`config.mk`:
```
export PLATFORM = sky130hd
export DESIGN_NAME = gpio_irq_det
export DESIGN_NICKNAME = d
export VERILOG_FILES = /design/src/rtl/gpio_pkg.sv /design/src/rtl/gpio_debounce.sv /design/src/rtl/gpio_irq_det.sv
export SDC_FILE = /design/constraint.sdc
export NUM_CORES = 1
export LEC_CHECK = 0
export BUFFER_PORTS_ARGS = -buffer_cell sky130_fd_sc_hd__buf_4
export CAP_MARGIN = 0
export CORE_ASPECT_RATIO = 2
export CORE_MARGIN = 1
export CORE_UTILIZATION = 50
export DETAILED_ROUTE_END_ITERATION = 10
export PLACE_DENSITY = 0.8
export SLEW_MARGIN = 15
export SYNTH_ARGS = -nofsm -noshare
export SYNTH_HDL_FRONTEND = slang
export SYNTH_HIERARCHICAL = 1
export SYNTH_SLANG_ARGS = --single-unit
```
`constraint.sdc`:
```
create_clock -name clk_i -period 6.85 [get_ports clk_i]
set_clock_uncertainty 0.05 [all_clocks]
set_input_delay 1.0275 -clock clk_i [delete_from_list [all_inputs] [get_ports clk_i]]
set_output_delay 1.0275 -clock clk_i [all_outputs]
set_load 0.05 [all_outputs]
```
`src/rtl/gpio_pkg.sv`:
```
// Shared types and default constants for the GPIO input front end.
package gpio_pkg;

    typedef enum logic [1:0] {
        GPIO_INT_LVL_HIGH = 2'b00,
        GPIO_INT_LVL_LOW  = 2'b01,
        GPIO_INT_RISE     = 2'b10,
        GPIO_INT_FALL     = 2'b11
    } gpio_int_type_e;

    localparam int unsigned GPIO_SYNC_STAGES  = 2;
    localparam int unsigned GPIO_DEBOUNCE_CNT = 16;

endpackage

```
`src/rtl/gpio_debounce.sv`:
```
// Single-pin counter filter: level follows sample only after it has differed
// for DEBOUNCE_CNT consecutive cycles.
module gpio_debounce
    import gpio_pkg::*;
#(
    parameter int unsigned DEBOUNCE_CNT = GPIO_DEBOUNCE_CNT
) (
    input  logic clk_i,
    input  logic rst_i,
    input  logic sample,
    output logic level
);

    localparam int unsigned CW = $clog2(DEBOUNCE_CNT + 1);

    logic [CW-1:0] cnt_q;

    always_ff @(posedge clk_i or posedge rst_i) begin
        if (rst_i) begin
            cnt_q <= '0;
            level <= 1'b0;
        end else if (sample == level) begin
            cnt_q <= '0;
        end else if (cnt_q == CW'(DEBOUNCE_CNT - 1)) begin
            level <= sample;
            cnt_q <= '0;
        end else begin
            cnt_q <= cnt_q + CW'(1);
        end
    end

endmodule

```
`src/rtl/gpio_irq_det.sv`:
```
// GPIO input front end: pad synchroniser, interrupt event detection, sticky status, irq.
// Define GPIO_DEBOUNCE_EN to insert a per-pin gpio_debounce filter before pad_in_o.
module gpio_irq_det
    import gpio_pkg::*;
#(
    parameter int unsigned GPIO_NUM     = 32,
    parameter int unsigned SYNC_STAGES  = GPIO_SYNC_STAGES,
    parameter int unsigned DEBOUNCE_CNT = GPIO_DEBOUNCE_CNT
) (
    input  logic                clk_i,
    input  logic                rst_i,
    input  logic [GPIO_NUM-1:0] gpio_in_i,
    input  logic [GPIO_NUM-1:0] inten_i,
    input  logic [GPIO_NUM-1:0] inttype0_i,
    input  logic [GPIO_NUM-1:0] inttype1_i,
    input  logic                status_clr_i,
    output logic [GPIO_NUM-1:0] pad_in_o,
    output logic [GPIO_NUM-1:0] status_o,
    output logic                irq_o
);

    localparam int unsigned WARM_MAX = SYNC_STAGES + 1;
    localparam int unsigned WARM_W   = $clog2(WARM_MAX + 1);

    if (GPIO_NUM < 1 || GPIO_NUM > 32 || SYNC_STAGES < 2 || DEBOUNCE_CNT < 1) begin : g_bad_cfg
        $error("gpio_irq_det: unsupported parameter set");
    end

    logic [GPIO_NUM-1:0] sync_q [SYNC_STAGES];
    logic [GPIO_NUM-1:0] pad;
    logic [GPIO_NUM-1:0] prev_q;
    logic [GPIO_NUM-1:0] rise;
    logic [GPIO_NUM-1:0] fall;
    logic [GPIO_NUM-1:0] status_q;
    logic [GPIO_NUM-1:0] status_d;
    logic [WARM_W-1:0]   warm_q;
    logic                warm_done;
    logic                irq_q;

    always_ff @(posedge clk_i or posedge rst_i) begin
        if (rst_i) begin
            for (int unsigned s = 0; s < SYNC_STAGES; s++) begin
                sync_q[s] <= '0;
            end
        end else begin
            sync_q[0] <= gpio_in_i;
            for (int unsigned s = 1; s < SYNC_STAGES; s++) begin
                sync_q[s] <= sync_q[s-1];
            end
        end
    end

`ifdef GPIO_DEBOUNCE_EN
    for (genvar g = 0; g < GPIO_NUM; g++) begin : g_deb
        gpio_debounce #(
            .DEBOUNCE_CNT(DEBOUNCE_CNT)
        ) u_deb (
            .clk_i (clk_i),
            .rst_i (rst_i),
            .sample(sync_q[SYNC_STAGES-1][g]),
            .level (pad[g])
        );
    end
`else
    assign pad = sync_q[SYNC_STAGES-1];
`endif

    // Zeroed synchroniser looks like a rising edge on any pad high out of reset.
    assign warm_done = (warm_q == WARM_W'(WARM_MAX));

    always_ff @(posedge clk_i or posedge rst_i) begin
        if (rst_i) begin
            warm_q   <= '0;
            prev_q   <= '0;
            status_q <= '0;
            irq_q    <= 1'b0;
        end else begin
            if (!warm_done) begin
                warm_q <= warm_q + WARM_W'(1);
            end
            prev_q   <= pad;
            status_q <= status_d;
            irq_q    <= |status_q;
        end
    end

    always_comb begin : status_next
        gpio_int_type_e typ;
        logic           edge_evt;
        logic           lvl_evt;
        typ      = GPIO_INT_LVL_HIGH;
        edge_evt = 1'b0;
        lvl_evt  = 1'b0;
        rise     = pad & ~prev_q;
        fall     = ~pad & prev_q;
        status_d = status_q;
        for (int unsigned i = 0; i < GPIO_NUM; i++) begin
            typ      = gpio_int_type_e'({inttype1_i[i], inttype0_i[i]});
            edge_evt = 1'b0;
            lvl_evt  = 1'b0;
            case (typ)
                GPIO_INT_LVL_HIGH: lvl_evt  = pad[i];
                GPIO_INT_LVL_LOW:  lvl_evt  = ~pad[i];
                GPIO_INT_RISE:     edge_evt = rise[i];
                GPIO_INT_FALL:     edge_evt = fall[i];
                default:           edge_evt = 1'b0;
            endcase
            // Edge events beat a clear; a persisting level yields to it for one cycle.
            if (!inten_i[i]) begin
                status_d[i] = 1'b0;
            end else if (warm_done && edge_evt) begin
                status_d[i] = 1'b1;
            end else if (status_clr_i) begin
                status_d[i] = 1'b0;
            end else if (warm_done && lvl_evt) begin
                status_d[i] = 1'b1;
            end
        end
    end

    assign pad_in_o = pad;
    assign status_o = status_q;
    assign irq_o    = irq_q;

endmodule

```
==> results of run 1 <==
## worst max path at each step
stage | cells after the start | slack, ps | endpoint | from
after global routing | 4 | 4260 | status_o[16] | warm_q[0]
after CTS | 4 | 4380 | status_o[16] | warm_q[0]
after global placement | 4 | 4110 | status_o[16] | status_clr_i
after floorplan | 1 | 2270 | irq_o | rst_i
after detailed placement | 4 | 4100 | status_o[16] | status_clr_i
final | 4 | 4390 | status_o[16] | warm_q[0]
## layer usage
metal | up-vias | global-route usage (%)
met1 | 2016 | 24.3
met3 | 32 | 6.41
met4 | 0 | 11.4
met5 | - | 0
li1 | 1880 | -
met2 | 168 | 44.8
## flip-flops by register name, summed over array words and instances (netlist names)
| signal | cells |
|---|---|
| status_o | 32 |
| prev_q | 32 |
| pad_in_o | 32 |
| sync_q | 32 |
| irq_o | 1 |
| warm_q | 2 |
## critical path: stages, from the launching register on
cell and delay [ps]:
dfrtp_1 360, ha_2 770, nand2b_4 520, o32ai_1 470, o21a_1 180
## Yosys cell counts, drive strengths merged
cell type | number | area (sq um)
o32ai | 31 | 489
nor2 | 1 | 3.75
nand2 | 31 | 116
nand3b | 31 | 233
a21oi | 31 | 155
clkbuf | 2 | 7.51
ha | 1 | 12.5
mux2 | 1 | 11.3
xor2 | 1 | 8.76
nand2b | 1 | 13.8
dfrtp | 131 | 3280
or3b | 31 | 272
or2 | 1 | 6.26
buf | 41 | 310
a21boi | 1 | 7.51
xnor2 | 32 | 280
nor4 | 8 | 50.1
and3b | 1 | 8.76
a32oi | 1 | 8.76
inv | 33 | 124
o21a | 31 | 233
nand4 | 2 | 12.5
nor3b | 1 | 7.51
o211ai | 1 | 7.51
## power groups by stage
stage	Combinational, W	Sequential [W]	Clock (W)
final	0.000314	0.000850	0.000989
after global routing	0.000332	0.000855	0.00104
after CTS	0.000317	0.000850	0.00101
after detailed placement	0.000315	0.000863	0
after global placement	0.000308	0.000860	0
after floorplan	0.000156	0.000900	0
## cells in the final DEF (no fill, tap or decap), drive strengths merged
| master | synthesis | layout |
|---|---|---|
| dfrtp | 131 | 131 |
| inv | 33 | 34 |
| nand2 | 31 | 31 |
| clkinvlp | 0 | 2 |
| a32oi | 1 | 1 |
| nor4 | 8 | 8 |
| and3b | 1 | 1 |
| o211ai | 1 | 1 |
| nor3b | 1 | 1 |
| xnor2 | 32 | 32 |
| bufinv | 0 | 5 |
| or3b | 31 | 31 |
| nand4 | 2 | 2 |
| nand2b | 1 | 1 |
| o32ai | 31 | 31 |
| o21a | 31 | 31 |
| ha | 1 | 1 |
| buf | 41 | 196 |
| a21oi | 31 | 31 |
| clkinv | 0 | 4 |
| a21boi | 1 | 1 |
| nor2 | 1 | 1 |
| or2 | 1 | 1 |
| clkbuf | 2 | 19 |
| nand3b | 31 | 31 |
| mux2 | 1 | 1 |
| xor2 | 1 | 1 |
## cell type report
cell class | instances | area, sq um
clock buffer | 19 | 443
clock inverter | 12 | 205
sequential | 131 | 3280
tap | 140 | 175
inverter | 33 | 129
fill | 806 | 3300
multi-input combinational | 239 | 1940
timing repair buffer | 196 | 1470
## cells by family (layout without fill, tap and decap cells)
kind of cell / Yosys count / after routing / share of synthesized area, %
buffers and inverters: 76 / 260 / 7.81
AND/OR/NAND/NOR: 108 / 108 / 12.8
XOR/XNOR: 33 / 33 / 5.11
multiplexers: 1 / 1 / 0.199
flip-flops: 131 / 131 / 58.0
adder cells (fa/ha/maj): 1 / 1 / 0.221
AO/OA/AOI/OAI: 96 / 96 / 15.9
## metrics by stage
stage / setup slack [ps] / hold slack [ps] / util (%) / total power, W / std cells
floorplan: 2270 / 281 / - / 0.00106 / 446
global placement: 4110 / 281 / 63.9 / 0.00117 / 739
detailed placement: 4100 / 285 / 63.9 / 0.00118 / 739
CTS: 4380 / 297 / 69.8 / 0.00217 / 770
global route: 4260 / 300 / 69.8 / 0.00223 / 770
finish: 4390 / 293 / 69.8 / 0.00215 / 770
==> impl_metrics.json, run 1 <==
{
  "wl_per_cell_microns": 17.7,
  "core_sq_um": 10900,
  "hold_class": "register to register",
  "root_buffer": "clkbuf_16",
  "wl_met2_microns": 7710,
  "top_layer": "met4",
  "outcome": "finished, final reports clean",
  "io_pins": 196,
  "grt_max_degree": 75,
  "hold_viol": 0,
  "ff2ff_path_depth": 4,
  "antenna_cells": 0,
  "synth_seq_cells": 131,
  "hp-start": "sync_q[36]",
  "ys_seq_area_share_pct": 58.0,
  "place_congestion": 0.826,
  "clkPwrFrac_pct": 45.9,
  "drtIter0Drc": 133,
  "cts_setup_buffers": 0,
  "grt_usage_pct": 24.1,
  "first_pass_iters": 4,
  "drive_above_1_share_pct": 46.2,
  "timing.slew.headroom_pct": 37.7,
  "fin_area_sq_um": 7640,
  "clock-sinks": 131,
  "final.setup.tns_ps": 0,
  "insertion_delay_ps": 410,
  "p_int_w": 0.00161,
  "worst_ir_drop_vdd_mv": 0.208,
  "cts.htree.levels": 4,
  "cts_tree": "built",
  "synth_nets": 578,
  "min_path_cells": 0,
  "via_per_inst": 5.32,
  "hold_end": "pad_in_o[4]",
  "ant_nets": 0,
  "power_switching_w": 0.000545,
  "grt_pass1_vias": 4451,
  "power_density_nw_per_um2": 282,
  "grt_pass1_wl_microns": 21600,
  "max_clock_freq_mhz": 406,
  "synth.distinct_cells": 27,
  "critPathKind": "register to register",
  "r2r-end": "status_o[16]",
  "port_buffers": 195,
  "cts_hold_repair.buffers": 0,
  "route.detailed.drc": 0,
  "required_ps": 7140,
  "wl_met3_microns": 753,
  "drv_cap": 0,
  "cts_resized": 0,
  "die_h_microns": 152,
  "postRouteWirelength_microns": 13600,
  "rsz0062_at_grt": "false",
  "finalSetupViolations": 0,
  "vias": 4096,
  "cts_buffer_depth": 2,
  "syn2layout_area_growth_pct": 35.1,
  "place_area_sq_um": 6990,
  "worstPathArrival_ps": 2750,
  "r2r-start": "warm_q[0]",
  "cts_inserted_buffers": 17,
  "drv_slew": 0,
  "wl_met1_microns": 4750,
  "tightest_slew_ps": 934,
  "fin_crit_sh_pct": 35.9,
  "overflow": 0,
  "clk_pin_slew_worst_paths_ps": 60,
  "synth_area_sq_um": 5660,
  "power.leakage_nw": 3.47,
  "synth_area_per_cell_sq_um": 12.7,
  "yosysWarnings": 6,
  "power_frac_seq_pct": 39.5,
  "regToRegSetupSlack_ps": 4390,
  "worstSetupEndpointType": "register",
  "comb_power_share_pct": 14.6,
  "start_util_pct": 51.7,
  "die_w_microns": 77.2,
  "num_rows": 54,
  "startpoint_type": "register",
  "layout_min_cycle_time_ps": 2460,
  "sw_frac_of_total_pct": 25.3,
  "die-area_sq_um": 11800,
  "place_hpwl_microns": 9530,
  "nets": 750,
  "cp_max_fo": 36,
  "netlist_instances": 446,
  "antenna_found_initial": 0
}
No activity file was read; power rests on OpenSTA's default activity.
==> run 2, diff against run 1 <==
- ABC_AREA: unset -> 1
- CORE_UTILIZATION: 50 -> 45
- PLACE_DENSITY: 0.8 -> 0.76
- clock period: 6.85 -> 2 ns (I/O delays scaled with it)
==> run 2 against run 1 <==
Area after synthesis increased by 1.2%. Die area rose by 12%. Highest routed layer unchanged. Largest power group unchanged. Global-route usage fell by 1.8 points.
==> impl_metrics.json, run 2 <==
{
  "async_reset_ff_share_pct": 100,
  "drv_slew": 0,
  "timing.slew.headroom_pct": 66.3,
  "slowest_stage": "dfrtp_1",
  "port_buffers": 195,
  "first_pass_iters": 4,
  "cts_setup_buffers": 0,
  "rsz0062_at_grt": "false",
  "busiest_layer": "met2",
  "place_hpwl_microns": 10100,
  "netlist_instances": 683,
  "grt_pass1_vias": 4859,
  "comb_power_share_pct": 15.3,
  "synth_edf_count": 0,
  "die-area_sq_um": 13200,
  "critPathKind": "register to register",
  "hold_viol": 0,
  "via_per_inst": 4.47,
  "hold_end": "status_o[3]",
  "clkPwrFrac_pct": 45.8,
  "syn2layout_area_growth_pct": 42.3,
  "startpoint_type": "register",
  "insertion_delay_ps": 400,
  "grt_use_met1_pct": 22.3,
  "yosysTopAreaCell": "dfrtp_1",
  "num_rows": 58,
  "synth_nets": 815,
  "sw_frac_of_total_pct": 26.1,
  "die_w_microns": 81.8,
  "finalSetupViolations": 0,
  "ant_nets": 0,
  "nFillCells": 1031,
  "antenna_cells": 0,
  "cts_buffer_depth": 2,
  "grt_usage_pct": 22.3,
  "cts_tree": "built",
  "min_path_cells": 3,
  "tightest_slew_ps": 504,
  "drv_cap": 0,
  "outcome": "finished, final reports clean",
  "nets": 1027,
  "cts_resized": 0,
  "use_met3_pct": 4.35,
  "drtIter0Drc": 208,
  "power_switching_w": 0.00195,
  "netlist_top_cells_area": "dfrtp_1 57%, nand2_1 15%, inv_1 8.5%",
  "synth_common_cells": "228 x nand2_1, 131 x dfrtp_1, 129 x inv_1",
  "power_frac_seq_pct": 38.9,
  "r2r-start": "warm_q[0]",
  "ys.flop_type": "dfrtp_1",
  "synth_area_sq_um": 5720,
  "power_density_nw_per_um2": 917,
  "p_int_w": 0.00552,
  "layout_common_cells": "228 x nand2_1, 197 x buf_4, 131 x dfrtp_1",
  "worst_ir_drop_vdd_mv": 0.635,
  "overflow": 0,
  "core_sq_um": 12500,
  "grt_max_degree": 59,
  "cts.htree.levels": 4,
  "hold_class": "input port to register",
  "synth_seq_cells": 131,
  "grt_use_met2_pct": 41.3,
  "clk_pin_slew_worst_paths_ps": 60,
  "worstSetupEndpointType": "register",
  "root_buffer": "clkbuf_16",
  "yosysWarnings": 6,
  "cts_inserted_buffers": 17,
  "max_clock_freq_mhz": 634,
  "synth_area_per_cell_sq_um": 8.38,
  "layout_commonest_cell": "nand2_1",
  "synth.distinct_cells": 16,
  "r2r-end": "status_o[8]",
  "synth.most_common_cell": "nand2_1",
  "final.setup.tns_ps": 0,
  "dp_worst_setup_slack_ps": 413,
  "fin_crit_sh_pct": 78.8,
  "worstPathArrival_ps": 1810,
  "setup_slack_ps": 423,
  "antenna_found_initial": 0,
  "ff2ff_path_depth": 6,
  "start_util_pct": 45.9,
  "regToRegSetupSlack_ps": 420,
  "postRouteWirelength_microns": 13800,
  "place_congestion": 0.806,
  "path_cells": "ha_1 -> inv_2 -> buf_12 -> nor2_1 -> nand3_1 -> a21oi_2",
  "grt_pass1_wl_microns": 21900,
  "required_ps": 2230,
  "clock-sinks": 131,
  "io_pins": 196,
  "drive_above_1_share_pct": 29.1,
  "vias": 4733,
  "ys_seq_area_share_pct": 57.3,
  "cpPeakStageDelay_ps": 390,
  "layout_min_cycle_time_ps": 1580,
  "die_h_microns": 162,
  "cp_max_fo": 19,
  "wl_per_cell_microns": 13.1,
  "synth_top_area_share_pct": 57.3,
  "cts_hold_repair.buffers": 33,
  "route.detailed.drc": 0,
  "hp-start": "inten_i[3]",
  "power.leakage_nw": 4.53
}
## run 2: worst max-delay path by stage
stage | start | endpoint | slack [ps] | cells after the start
2_1_floorplan | rst_i | irq_o | 30 | 1
3_3_place_gp | warm_q[0] | status_o[20] | 460 | 6
3_5_place_dp | warm_q[0] | status_o[13] | 410 | 6
4_1_cts | warm_q[0] | status_o[13] | 410 | 6
5_1_grt | warm_q[0] | status_o[16] | 300 | 6
6_report | warm_q[0] | status_o[8] | 420 | 6
## run 2: power groups by stage
stage	combinational [W]	clock, W	sequential, W
final	0.00114	0.00342	0.00291
after global routing	0.00124	0.00357	0.00292
after CTS	0.00115	0.00348	0.00291
after detailed placement	0.00109	0	0.00295
after global placement	0.00108	0	0.00295
after floorplan	0.000511	0	0.00310
## run 2: per-layer routing
layer | vias up | routed length, microns
li1 | 2395 | -
met1 | 2140 | 4750
met2 | 162 | 7880
met3 | 36 | 614
met4 | 0 | 595
met5 | - | 0
## run 2: cell families after synthesis
group,count (synthesis),synth area share [%]
adders and majority gates,1,0.219
buffers and inverters,172,14.1
xor gates and xnor gates,1,0.153
DFF,131,57.3
AOI/OAI and AO/OA,32,4.70
and+or+nand+nor,346,23.6
## run 2: area by class of cell
type                    count  area, sq um  area share, %
multi-input cells         380         1640           20.2
inverters                 131          497           6.10
repair buffers            234         1890           23.2
clock buffers              20          447           5.48
well taps                 150          188           2.30
clock inverters            12          204           2.50
flip-flops and latches    131         3280           40.3
## run 2: critical path, delay by kind of cell, from the launching register on
kind | cells | cell delay [ps]
buffers and inverters | 2 | 570
flip-flops | 1 | 390
adder cells (fa/ha/maj) | 1 | 250
AND/OR/NAND/NOR | 2 | 150
AO/OA/AOI/OAI | 1 | 50
## run 2: metrics by stage
stage                     hold WS [ps]  total power (W)  instances  util [%]  instance area, sq um
final                             68.9          0.00746       1058      65.2                  8140
after detailed placement           285          0.00405        993      57.4                  7160
after global placement             281          0.00403        993      57.4                  7160
after floorplan                    281          0.00361        683         -                  5730
after global routing              62.8          0.00774       1058      65.2                  8140
after CTS                         50.9          0.00754       1058      65.2                  8140
==> run 3, diff against run 2 <==
- CORE_UTILIZATION: 45 -> 50
- PLACE_DENSITY: 0.76 -> 0.8
- clock period: 2 -> 1.6 ns (I/O delays scaled with it)
==> run 3 against run 2 <==
Maximum frequency grew 15%. Sequential cell count is the same. Global-route usage grew 4.8 points. Non-clock buffer count grew 2. Critical path depth is the same. Critical path type unchanged. Largest power group unchanged. Highest routed layer unchanged.
==> impl_metrics.json, run 3 (synthesized netlist as in run 2, its figures left out) <==
{
  "port_buffers": 195,
  "grt_usage_pct": 27.1,
  "startpoint_type": "register",
  "required_ps": 1840,
  "tightest_slew_ps": 612,
  "cp_max_fo": 16,
  "place_inst": 982,
  "cts_setup_buffers": 0,
  "p_int_w": 0.00638,
  "antenna_found_initial": 0,
  "r2r-end": "status_o[12]",
  "hold_ws_ps": 11.3,
  "postRouteWirelength_microns": 15100,
  "route.detailed.drc": 0,
  "hold_class": "input port to register",
  "worstPathArrival_ps": 1610,
  "r2r-start": "warm_q[0]",
  "drv_cap": 0,
  "timing.slew.headroom_pct": 59.2,
  "comb_power_share_pct": 16.6,
  "die-area_sq_um": 11900,
  "outcome": "finished, final reports clean",
  "rsz0062_at_grt": "false",
  "hold_end": "status_o[2]",
  "die_h_microns": 153,
  "min_path_cells": 3,
  "num_rows": 54,
  "final_cells": 1049,
  "nets": 1029,
  "place_congestion": 0.822,
  "nFillCells": 822,
  "layout_common_cells": "228 x nand2_1, 197 x buf_4, 131 x dfrtp_1",
  "grt_pass1_wl_microns": 24500,
  "vias": 5068,
  "grt_max_degree": 109,
  "sw_frac_of_total_pct": 27.0,
  "clock-sinks": 131,
  "fin_crit_sh_pct": 85.7,
  "critPathKind": "register to register",
  "layout_min_cycle_time_ps": 1370,
  "via_per_inst": 4.83,
  "place_hpwl_microns": 11000,
  "cts_resized": 0,
  "wl_per_cell_microns": 14.4,
  "worstSetupEndpointType": "register",
  "insertion_delay_ps": 410,
  "dp_worst_setup_slack_ps": 228,
  "cts_tree": "built",
  "worst_ir_drop_vdd_mv": 0.908,
  "regToRegSetupSlack_ps": 230,
  "core_sq_um": 11000,
  "root_buffer": "clkbuf_16",
  "power_density_nw_per_um2": 1090,
  "max_clock_freq_mhz": 730,
  "overflow": 0,
  "layout_commonest_cell": "nand2_1",
  "clk_pin_slew_worst_paths_ps": 60,
  "ant_nets": 0,
  "drv_slew": 0,
  "drtIter0Drc": 253,
  "setup_slack_ps": 229,
  "syn2layout_area_growth_pct": 40.6,
  "first_pass_iters": 4,
  "grt_pass1_vias": 5533,
  "cts_buffer_depth": 2,
  "clkPwrFrac_pct": 41.8,
  "die_w_microns": 77.7,
  "drive_above_1_share_pct": 28.8,
  "start_util_pct": 52.0,
  "antenna_cells": 0,
  "io_pins": 196,
  "hold_viol": 0,
  "ff2ff_path_depth": 6,
  "finalSetupViolations": 0,
  "power_frac_seq_pct": 41.6,
  "hp-start": "inten_i[2]",
  "cts.htree.levels": 4,
  "power.leakage_nw": 4.50,
  "power_switching_w": 0.00236,
  "cts_inserted_buffers": 17
}
## run 3: cell types whose count changed in the layout (fill, tap and decap cells not counted)
cell and delta:
clkinv_4 -2, dlygate4sd3_1 +3, bufinv_16 -3, inv_6 -1
clkinv_2 +5, buf_12 -1
## run 3: critical path, stage by stage, from the launching register on
cell,delay (ps)
dfrtp_1,390
ha_1,250
inv_2,90
buf_4,240
nor2_1,80
nand3_1,100
a21oi_2,60
## run 3: metrics by stage
step | instance area (sq um) | total power, W | TNS [ps] | util (%)
final | 8050 | 0.00875 | 0 | 73.1
after global routing | 8050 | 0.00911 | 0 | 73.1
after CTS | 8050 | 0.00882 | 0 | 73.1
after detailed placement | 7130 | 0.00507 | 0 | 64.7
after global placement | 7130 | 0.00501 | 0 | 64.7
after floorplan | 5730 | 0.00452 | -41030 | -
## run 3: repair_timing
action | 4_1_cts | 5_1_grt
endpoints found under the setup margin | 0 | 0
endpoints found under the hold margin | 73 | 0
hold buffers | 36 | 0
## run 3: worst max path at each step
stage | from | end | slack, ps | depth (start not counted)
2_1_floorplan | rst_i | irq_o | -310 | 1
3_3_place_gp | warm_q[0] | status_o[11] | 280 | 6
3_5_place_dp | warm_q[0] | status_o[13] | 230 | 6
4_1_cts | status_o[18] | status_o[18] | 220 | 1
5_1_grt | warm_q[0] | status_o[16] | 150 | 6
6_report | warm_q[0] | status_o[12] | 230 | 6
## run 3: per-layer routing
layer,GRT usage (%),part of all wire [%],up-vias
li1,-,-,2400
met1,24.8,32,2418
met2,50.8,57,185
met3,6.27,4.3,65
met4,18.7,6.3,0
met5,0,0,-
## run 3: cell type report
class / instances / area, sq um / share of cell area, %
inverters: 131 / 497 / 6.17
clock inverters: 11 / 113 / 1.40
clock buffers: 20 / 447 / 5.55
well taps: 140 / 175 / 2.18
repair buffers: 236 / 1900 / 23.6
flip-flops and latches: 131 / 3280 / 40.7
multi-input cells: 380 / 1640 / 20.4
## run 3: power groups by stage
stage               clock network [W]  registers (W)  logic [W]
floorplan                           0        0.00388   0.000638
global placement                    0        0.00368    0.00133
detailed placement                  0        0.00369    0.00138
CTS                           0.00373        0.00364    0.00145
global route                  0.00389        0.00366    0.00156
finish                        0.00366        0.00364    0.00145
